**src/rtl/hero_motion.sv**
```systemverilog
// hero_motion: per-frame hero movement integrator (walk, jump arc, gravity).
// A frame counter divides clk_1ms into physics frames; all motion state
// updates on the edge that ends the last cycle of each frame.
// Optional feature macro: VARIABLE_JUMP_EN (releasing jump during the rise
// cuts the arc short). When undefined, every launched jump runs the full arc.
`timescale 1ns/1ps

module hero_motion #(
    parameter int FRAME_MS  = 16,
    parameter int X_INIT    = 32,
    parameter int X_MIN     = 0,
    parameter int X_MAX     = 608,
    parameter int GROUND_Y  = 400,
    parameter int WALK_STEP = 2,
    parameter int JUMP_V    = 12,
    parameter int GRAVITY   = 1,
    parameter int VMAX      = 8
) (
    input  logic       clk_1ms,
    input  logic       rst_n,
    input  logic       left,
    input  logic       right,
    input  logic       jump,
    output logic [9:0] hero_x,
    output logic [8:0] hero_y,
    output logic       facing_left,
    output logic       airborne,
    output logic       frame_tick
);

    localparam int CNT_W = $clog2(FRAME_MS);
    localparam logic [CNT_W-1:0] CNT_LAST = CNT_W'(FRAME_MS - 1);

    localparam logic signed [11:0] XMIN_S = 12'(X_MIN);
    localparam logic signed [11:0] XMAX_S = 12'(X_MAX);
    localparam logic signed [11:0] STEP_S = 12'(WALK_STEP);

    localparam logic [4:0] JUMP_V5  = 5'(JUMP_V);
    localparam logic [4:0] GRAV5    = 5'(GRAVITY);
    localparam logic [4:0] VMAX5    = 5'(VMAX);
    localparam logic [9:0] GROUND10 = 10'(GROUND_Y);
    localparam logic [8:0] GROUND9  = 9'(GROUND_Y);
    localparam logic [9:0] XINIT10  = 10'(X_INIT);

    localparam logic [1:0] S_GROUND = 2'd0;
    localparam logic [1:0] S_RISE   = 2'd1;
    localparam logic [1:0] S_FALL   = 2'd2;

    logic [CNT_W-1:0] cnt;
    logic             tick;
    logic             jump_p1;
    logic             jump_edge;
    logic             jump_req;
    logic [1:0]       state;
    logic [4:0]       vy;

    logic [1:0]       state_nx;
    logic [4:0]       vy_nx;
    logic [8:0]       y_nx;
    logic [9:0]       x_nx;
    logic             face_nx;
    logic [5:0]       v_fall;
    logic [9:0]       y_sum;
    logic             top_hit;

    // Move left by one step, clamped at the left edge.
    function automatic logic [9:0] walk_left(input logic [9:0] x);
        logic signed [11:0] t;
        t = $signed({2'b00, x}) - STEP_S;
        if (t < XMIN_S)
            t = XMIN_S;
        return t[9:0];
    endfunction

    // Move right by one step, clamped at the right edge.
    function automatic logic [9:0] walk_right(input logic [9:0] x);
        logic signed [11:0] t;
        t = $signed({2'b00, x}) + STEP_S;
        if (t > XMAX_S)
            t = XMAX_S;
        return t[9:0];
    endfunction

    assign tick      = (cnt == CNT_LAST);
    assign jump_edge = jump & ~jump_p1;
    assign airborne  = (state != S_GROUND);

    // Frame counter and registered frame pulse aligned with the new position.
    always_ff @(posedge clk_1ms or negedge rst_n) begin
        if (!rst_n) begin
            cnt        <= '0;
            frame_tick <= 1'b0;
        end else begin
            cnt        <= tick ? '0 : cnt + CNT_W'(1);
            frame_tick <= tick;
        end
    end

    // Jump edge capture; the request lives for at most one frame.
    always_ff @(posedge clk_1ms or negedge rst_n) begin
        if (!rst_n) begin
            jump_p1  <= 1'b0;
            jump_req <= 1'b0;
        end else begin
            jump_p1 <= jump;
            if (tick)
                jump_req <= 1'b0;
            else if (jump_edge)
                jump_req <= 1'b1;
        end
    end

    // Horizontal next position: walk only when exactly one direction is held.
    always_comb begin
        x_nx    = hero_x;
        face_nx = facing_left;
        if (left & ~right) begin
            x_nx    = walk_left(hero_x);
            face_nx = 1'b1;
        end else if (right & ~left) begin
            x_nx    = walk_right(hero_x);
            face_nx = 1'b0;
        end
    end

    // Vertical next state: launch, decelerating rise, accelerating fall, landing.
    always_comb begin
        state_nx = state;
        vy_nx    = vy;
        y_nx     = hero_y;
        v_fall   = '0;
        y_sum    = '0;
        top_hit  = 1'b0;
        case (state)
            S_GROUND: begin
                // An edge in the tick cycle itself still counts for this frame.
                if (jump_req | jump_edge) begin
                    state_nx = S_RISE;
                    vy_nx    = JUMP_V5;
                end
            end
            S_RISE: begin
                top_hit = (hero_y <= {4'd0, vy});
                y_nx    = top_hit ? 9'd0 : hero_y - {4'd0, vy};
                vy_nx   = vy - GRAV5;
                // Apex decided on the speed used this frame, so the last
                // GRAVITY-sized step is still applied before falling.
                if ((vy <= GRAV5) || top_hit) begin
                    state_nx = S_FALL;
                    vy_nx    = 5'd0;
                end
`ifdef VARIABLE_JUMP_EN
                if (!jump) begin
                    state_nx = S_FALL;
                    vy_nx    = 5'd0;
                    y_nx     = hero_y;
                end
`endif
            end
            S_FALL: begin
                v_fall = {1'b0, vy} + {1'b0, GRAV5};
                if (v_fall > {1'b0, VMAX5})
                    v_fall = {1'b0, VMAX5};
                y_sum = {1'b0, hero_y} + {4'd0, v_fall};
                if (y_sum >= GROUND10) begin
                    state_nx = S_GROUND;
                    vy_nx    = 5'd0;
                    y_nx     = GROUND9;
                end else begin
                    vy_nx = v_fall[4:0];
                    y_nx  = y_sum[8:0];
                end
            end
            default: begin
                state_nx = S_GROUND;
                vy_nx    = 5'd0;
                y_nx     = GROUND9;
            end
        endcase
    end

    // Motion registers: commit next values once per frame.
    always_ff @(posedge clk_1ms or negedge rst_n) begin
        if (!rst_n) begin
            hero_x      <= XINIT10;
            hero_y      <= GROUND9;
            facing_left <= 1'b0;
            state       <= S_GROUND;
            vy          <= 5'd0;
        end else if (tick) begin
            hero_x      <= x_nx;
            hero_y      <= y_nx;
            facing_left <= face_nx;
            state       <= state_nx;
            vy          <= vy_nx;
        end
    end

endmodule
```
**config.mk**
```make
export PLATFORM = sky130hd
export DESIGN_NAME = hero_motion
export DESIGN_NICKNAME = d
export VERILOG_FILES = /design/src/rtl/hero_motion.sv
export SDC_FILE = /design/constraint.sdc
export NUM_CORES = 1
export LEC_CHECK = 0
export BUFFER_PORTS_ARGS = -buffer_cell sky130_fd_sc_hd__buf_2
export CORE_MARGIN = 4
export CORE_UTILIZATION = 60
export CTS_BUF_LIST = sky130_fd_sc_hd__clkbuf_8 sky130_fd_sc_hd__clkbuf_16
export DETAILED_ROUTE_END_ITERATION = 10
export GPL_ROUTABILITY_DRIVEN = 0
export GPL_TIMING_DRIVEN = 0
export PLACE_DENSITY_LB_ADDON = 0.25
export SYNTH_ARGS = -nofsm -noshare
export SYNTH_HDL_FRONTEND = slang
export SYNTH_SLANG_ARGS = --single-unit
```
**constraint.sdc**
```tcl
create_clock -name clk_1ms -period 4.9 [get_ports clk_1ms]
set_clock_uncertainty 0.05 [all_clocks]
set_input_delay 0.245 -clock clk_1ms [delete_from_list [all_inputs] [get_ports clk_1ms]]
set_output_delay 0.245 -clock clk_1ms [all_outputs]
set_load 0.01 [all_outputs]
```
==> results by group <==
Outcome
  • Status: completed

Routing
  • DR vias/cell: 6.45
  • DRC Markers: 0
  • Wirelength, routed: ~7800 um
  • First-iteration detailed-routing DRC count: 317
  • Pre-Repair DR Iteration Count: 5
  • Total number of vias: 3059
  • Post-route ant nets: 0
  • Mean routed wirelength per cell: around 16 um

Logic synthesis
  • Yosys warns: 0
  • Count of different cell masters after synthesis: 71
  • Asr flop ratio synth: 100%
  • Register bit total from synthesis: 33
  • Syn Std Cell Area: roughly 3100 um^2
  • Seq/Total Area, Yosys: 27.2%
  • Mapped Cells: 371
  • Primary FF master, synth: dfrtp_1
  • EDFF count, synth: 0
  • Syn_area_per_cell: 8.23 um^2

Timing
  • Final setup fails: 0
  • Rel. slew slack: 40.9%
  • RSZ-0062 raised after global routing: no
  • Fmax: 230 MHz
  • Worst Tran Pin Value: 879 ps
  • Final worst slack: 557 ps
  • Min Tclk post-route: 4340 ps
  • Hold Fails Final Rpt: 0
  • Final period util: 88.6%
  • Setup tns final: 0 ps
  • Slew Viols, Final: 0

Placed design
  • Placement Setup Slack: roughly 660 ps
  • Port Buf Inserts: 25
  • DPL Wire Length: 5710 um

Setup path
  • Setup crit end kind: flip-flop
  • Setup crit start: vy[0]
  • Max FO, Critical Path: 11
  • Setup Crit Path Kind: flip-flop to flip-flop
  • R2R Path End: vy[3]
  • Startpoint Class: flip-flop
  • Required time worst endpoint: 5010 ps
  • Reg2reg setup slack: about 560 ps
  • R2r worst-path depth: 13
  • CP arrival: 4450 ps
  • Reg2reg start: vy[0]
  • Worst Setup EP: vy[3]

Pwr
  • Cell area power density: about 230 nW/um^2
  • Peak VDD IR: 225 uV
  • Pleak: 0.00149 uW

Cells and area
  • Area Overhead vs Synth: 11.9%
  • Antenna diode instance count: 0
  • # nets final: between 400 and 500
  • Layout cells sized above 1: 13.8%

Clocking
  • Clk buf depth: 2
  • TritonCTS Buffers: 5
  • Clock Latency Late Sink: 300 ps
  • Reg clk slew, reported paths: about 80 ps
  • CTS tree: done
  • Clock sink count: 33
  • Clk root buf: clkbuf_8
  • CTS H-tree depth: 2

Die
  • Die area: 6290 um^2
  • Starting density of the core: 63.4%
  • Row cnt: 25
  • # IOs: 27
  • Die height: just under 80 um
  • Core ar.: roughly 4800 um^2
  • Die X: 79.3 um

Global route
  • First-pass GRT wire length: about 13000 um
  • GR Util All Layers: 26.1%
  • Total global routing overflow: 0
  • Initial antenna violation count: 0
  • Largest net degree at the start of global routing: 34
  • Vias in the first global route: 2818

Run
  • Max_cap viols: 0

Hold path
  • Hold Crit Class: input pin to flip-flop
-- cell families after synthesis --
| kind of cell | after synthesis | share of synthesized area, % |
|---|---|---|
| DFF | 33 | 27.2 |
| xor gates and xnor gates | 10 | 2.87 |
| and+or+nand+nor | 136 | 22.7 |
| muxes | 7 | 2.30 |
| AOI/OAI and AO/OA | 119 | 29.0 |
| adders and majority gates | 25 | 10.7 |
| other | 1 | 0.123 |
| buffers and inverters | 40 | 5.04 |
-- layout make-up --
cell class                 count  area, um^2
buffer                        13        52.6
clock buffer                   5        68.8
clock inverter                 3        68.8
fill                         415        1400
inverter                      27         101
multi-input combinational    300        2070
sequential                    33         831
tap                           67        83.8
timing repair buffer          26         135
-- metrics by stage --
step / hold WS, ps / area (um^2) / utilization (%) / total power, uW / std cells
finish: 13.7 / 3420 / 70.9 / 773 / 474
CTS: 13.1 / 3420 / 70.9 / 774 / 474
global placement: 301 / 3270 / 67.8 / 450 / 465
global route: 7.70 / 3420 / 70.9 / 805 / 474
detailed placement: 306 / 3270 / 67.8 / 453 / 465
floorplan: -101 / 3060 / - / 410 / 373
-- power breakdown --
part,internal [uW],switching [uW]
combinational,60.7,90.4
clock,205,117
sequential,284,16.6
total,550,224
-- cell usage in the layout (no fill, tap or decap), types with 6 or more instances in the layout --
cell and n:
a21oi_1 22, clkbuf_1 12, buf_2 25, nand2b_1 10
nor2_1 36, mux2i_1 7, dfrtp_1 29, a22oi_1 6
nor3_1 11, a31oi_1 8, ha_1 23, nand3_1 10
o21ai_0 19, o211ai_1 9, nand2_1 32, inv_1 27
-- per-layer routing --
metal | wire (um) | up-vias | GRT usage (%) | share of wire [%]
li1 | - | 1453 | - | -
met1 | 3560 | 1466 | 37.4 | 46
met2 | 3570 | 127 | 40.6 | 46
met3 | 556 | 13 | 4.88 | 7.2
met4 | 76 | 0 | 6.36 | 0.98
met5 | 0 | - | 0 | 0
-- flip-flops by register name, summed over array words and instances, names as in the netlist --
| register | cells |
|---|---|
| hero_x | 9 |
| hero_y | 9 |
| vy | 5 |
| cnt | 4 |
| state | 2 |
| facing_left | 1 |
| frame_tick | 1 |
| jump_p1 | 1 |
| jump_req | 1 |
-- worst max-delay path, stage by stage (launching register included) --
cell	delay [ps]
dfrtp_1	550
ha_1	310
nor4bb_1	90
a32oi_1	500
nand3_1	240
nand2_1	230
inv_1	70
ha_1	290
a211oi_1	340
o21ai_2	240
a2111oi_2	410
and4bb_2	360
a21oi_2	370
o211ai_1	170
-- Yosys cell counts, types with 4 or more instances --
cell type	instances	share of area, %
nor2_1	36	4.4
nand2_1	32	3.9
dfrtp_1	29	24
inv_1	27	3.3
ha_1	23	9.4
a21oi_1	22	3.6
o21ai_0	19	3.1
clkbuf_1	12	1.5
nor3_1	11	1.8
nand2b_1	10	2.1
nand3_1	10	1.6
o211ai_1	9	2.2
a31oi_1	8	1.6
mux2i_1	7	2.3
a22oi_1	6	1.5
and2_1	5	1.0
nand4_1	5	1.0
o31ai_1	5	1.2
xnor2_1	5	1.4
xor2_1	5	1.4
a32oi_1	4	1.1
dfstp_2	4	3.4
nor2b_1	4	0.82
o2111ai_1	4	1.1
o22ai_1	4	0.82
or3_1	4	0.82
-- repair_timing --
action | 4_1_cts | 5_1_grt
buffers inserted | 0 | 0
hold endpoints to repair | 29 | 0
setup endpoints to repair | 0 | 0
resized for setup | 0 | 0
hold buffers | 1 | 0
-- worst min path at each step --
stage | slack [ps] | cells past startpoint | end | from
3_5_place_dp | 310 | 1 | hero_y[6] | rst_n
6_report | 10 | 1 | jump_p1 | jump
2_1_floorplan | -100 | 0 | cnt[0] | rst_n
3_3_place_gp | 300 | 1 | hero_y[3] | rst_n
5_1_grt | 8 | 1 | jump_p1 | jump
4_1_cts | 10 | 1 | jump_p1 | jump
No activity file was read; power rests on OpenSTA's default activity.
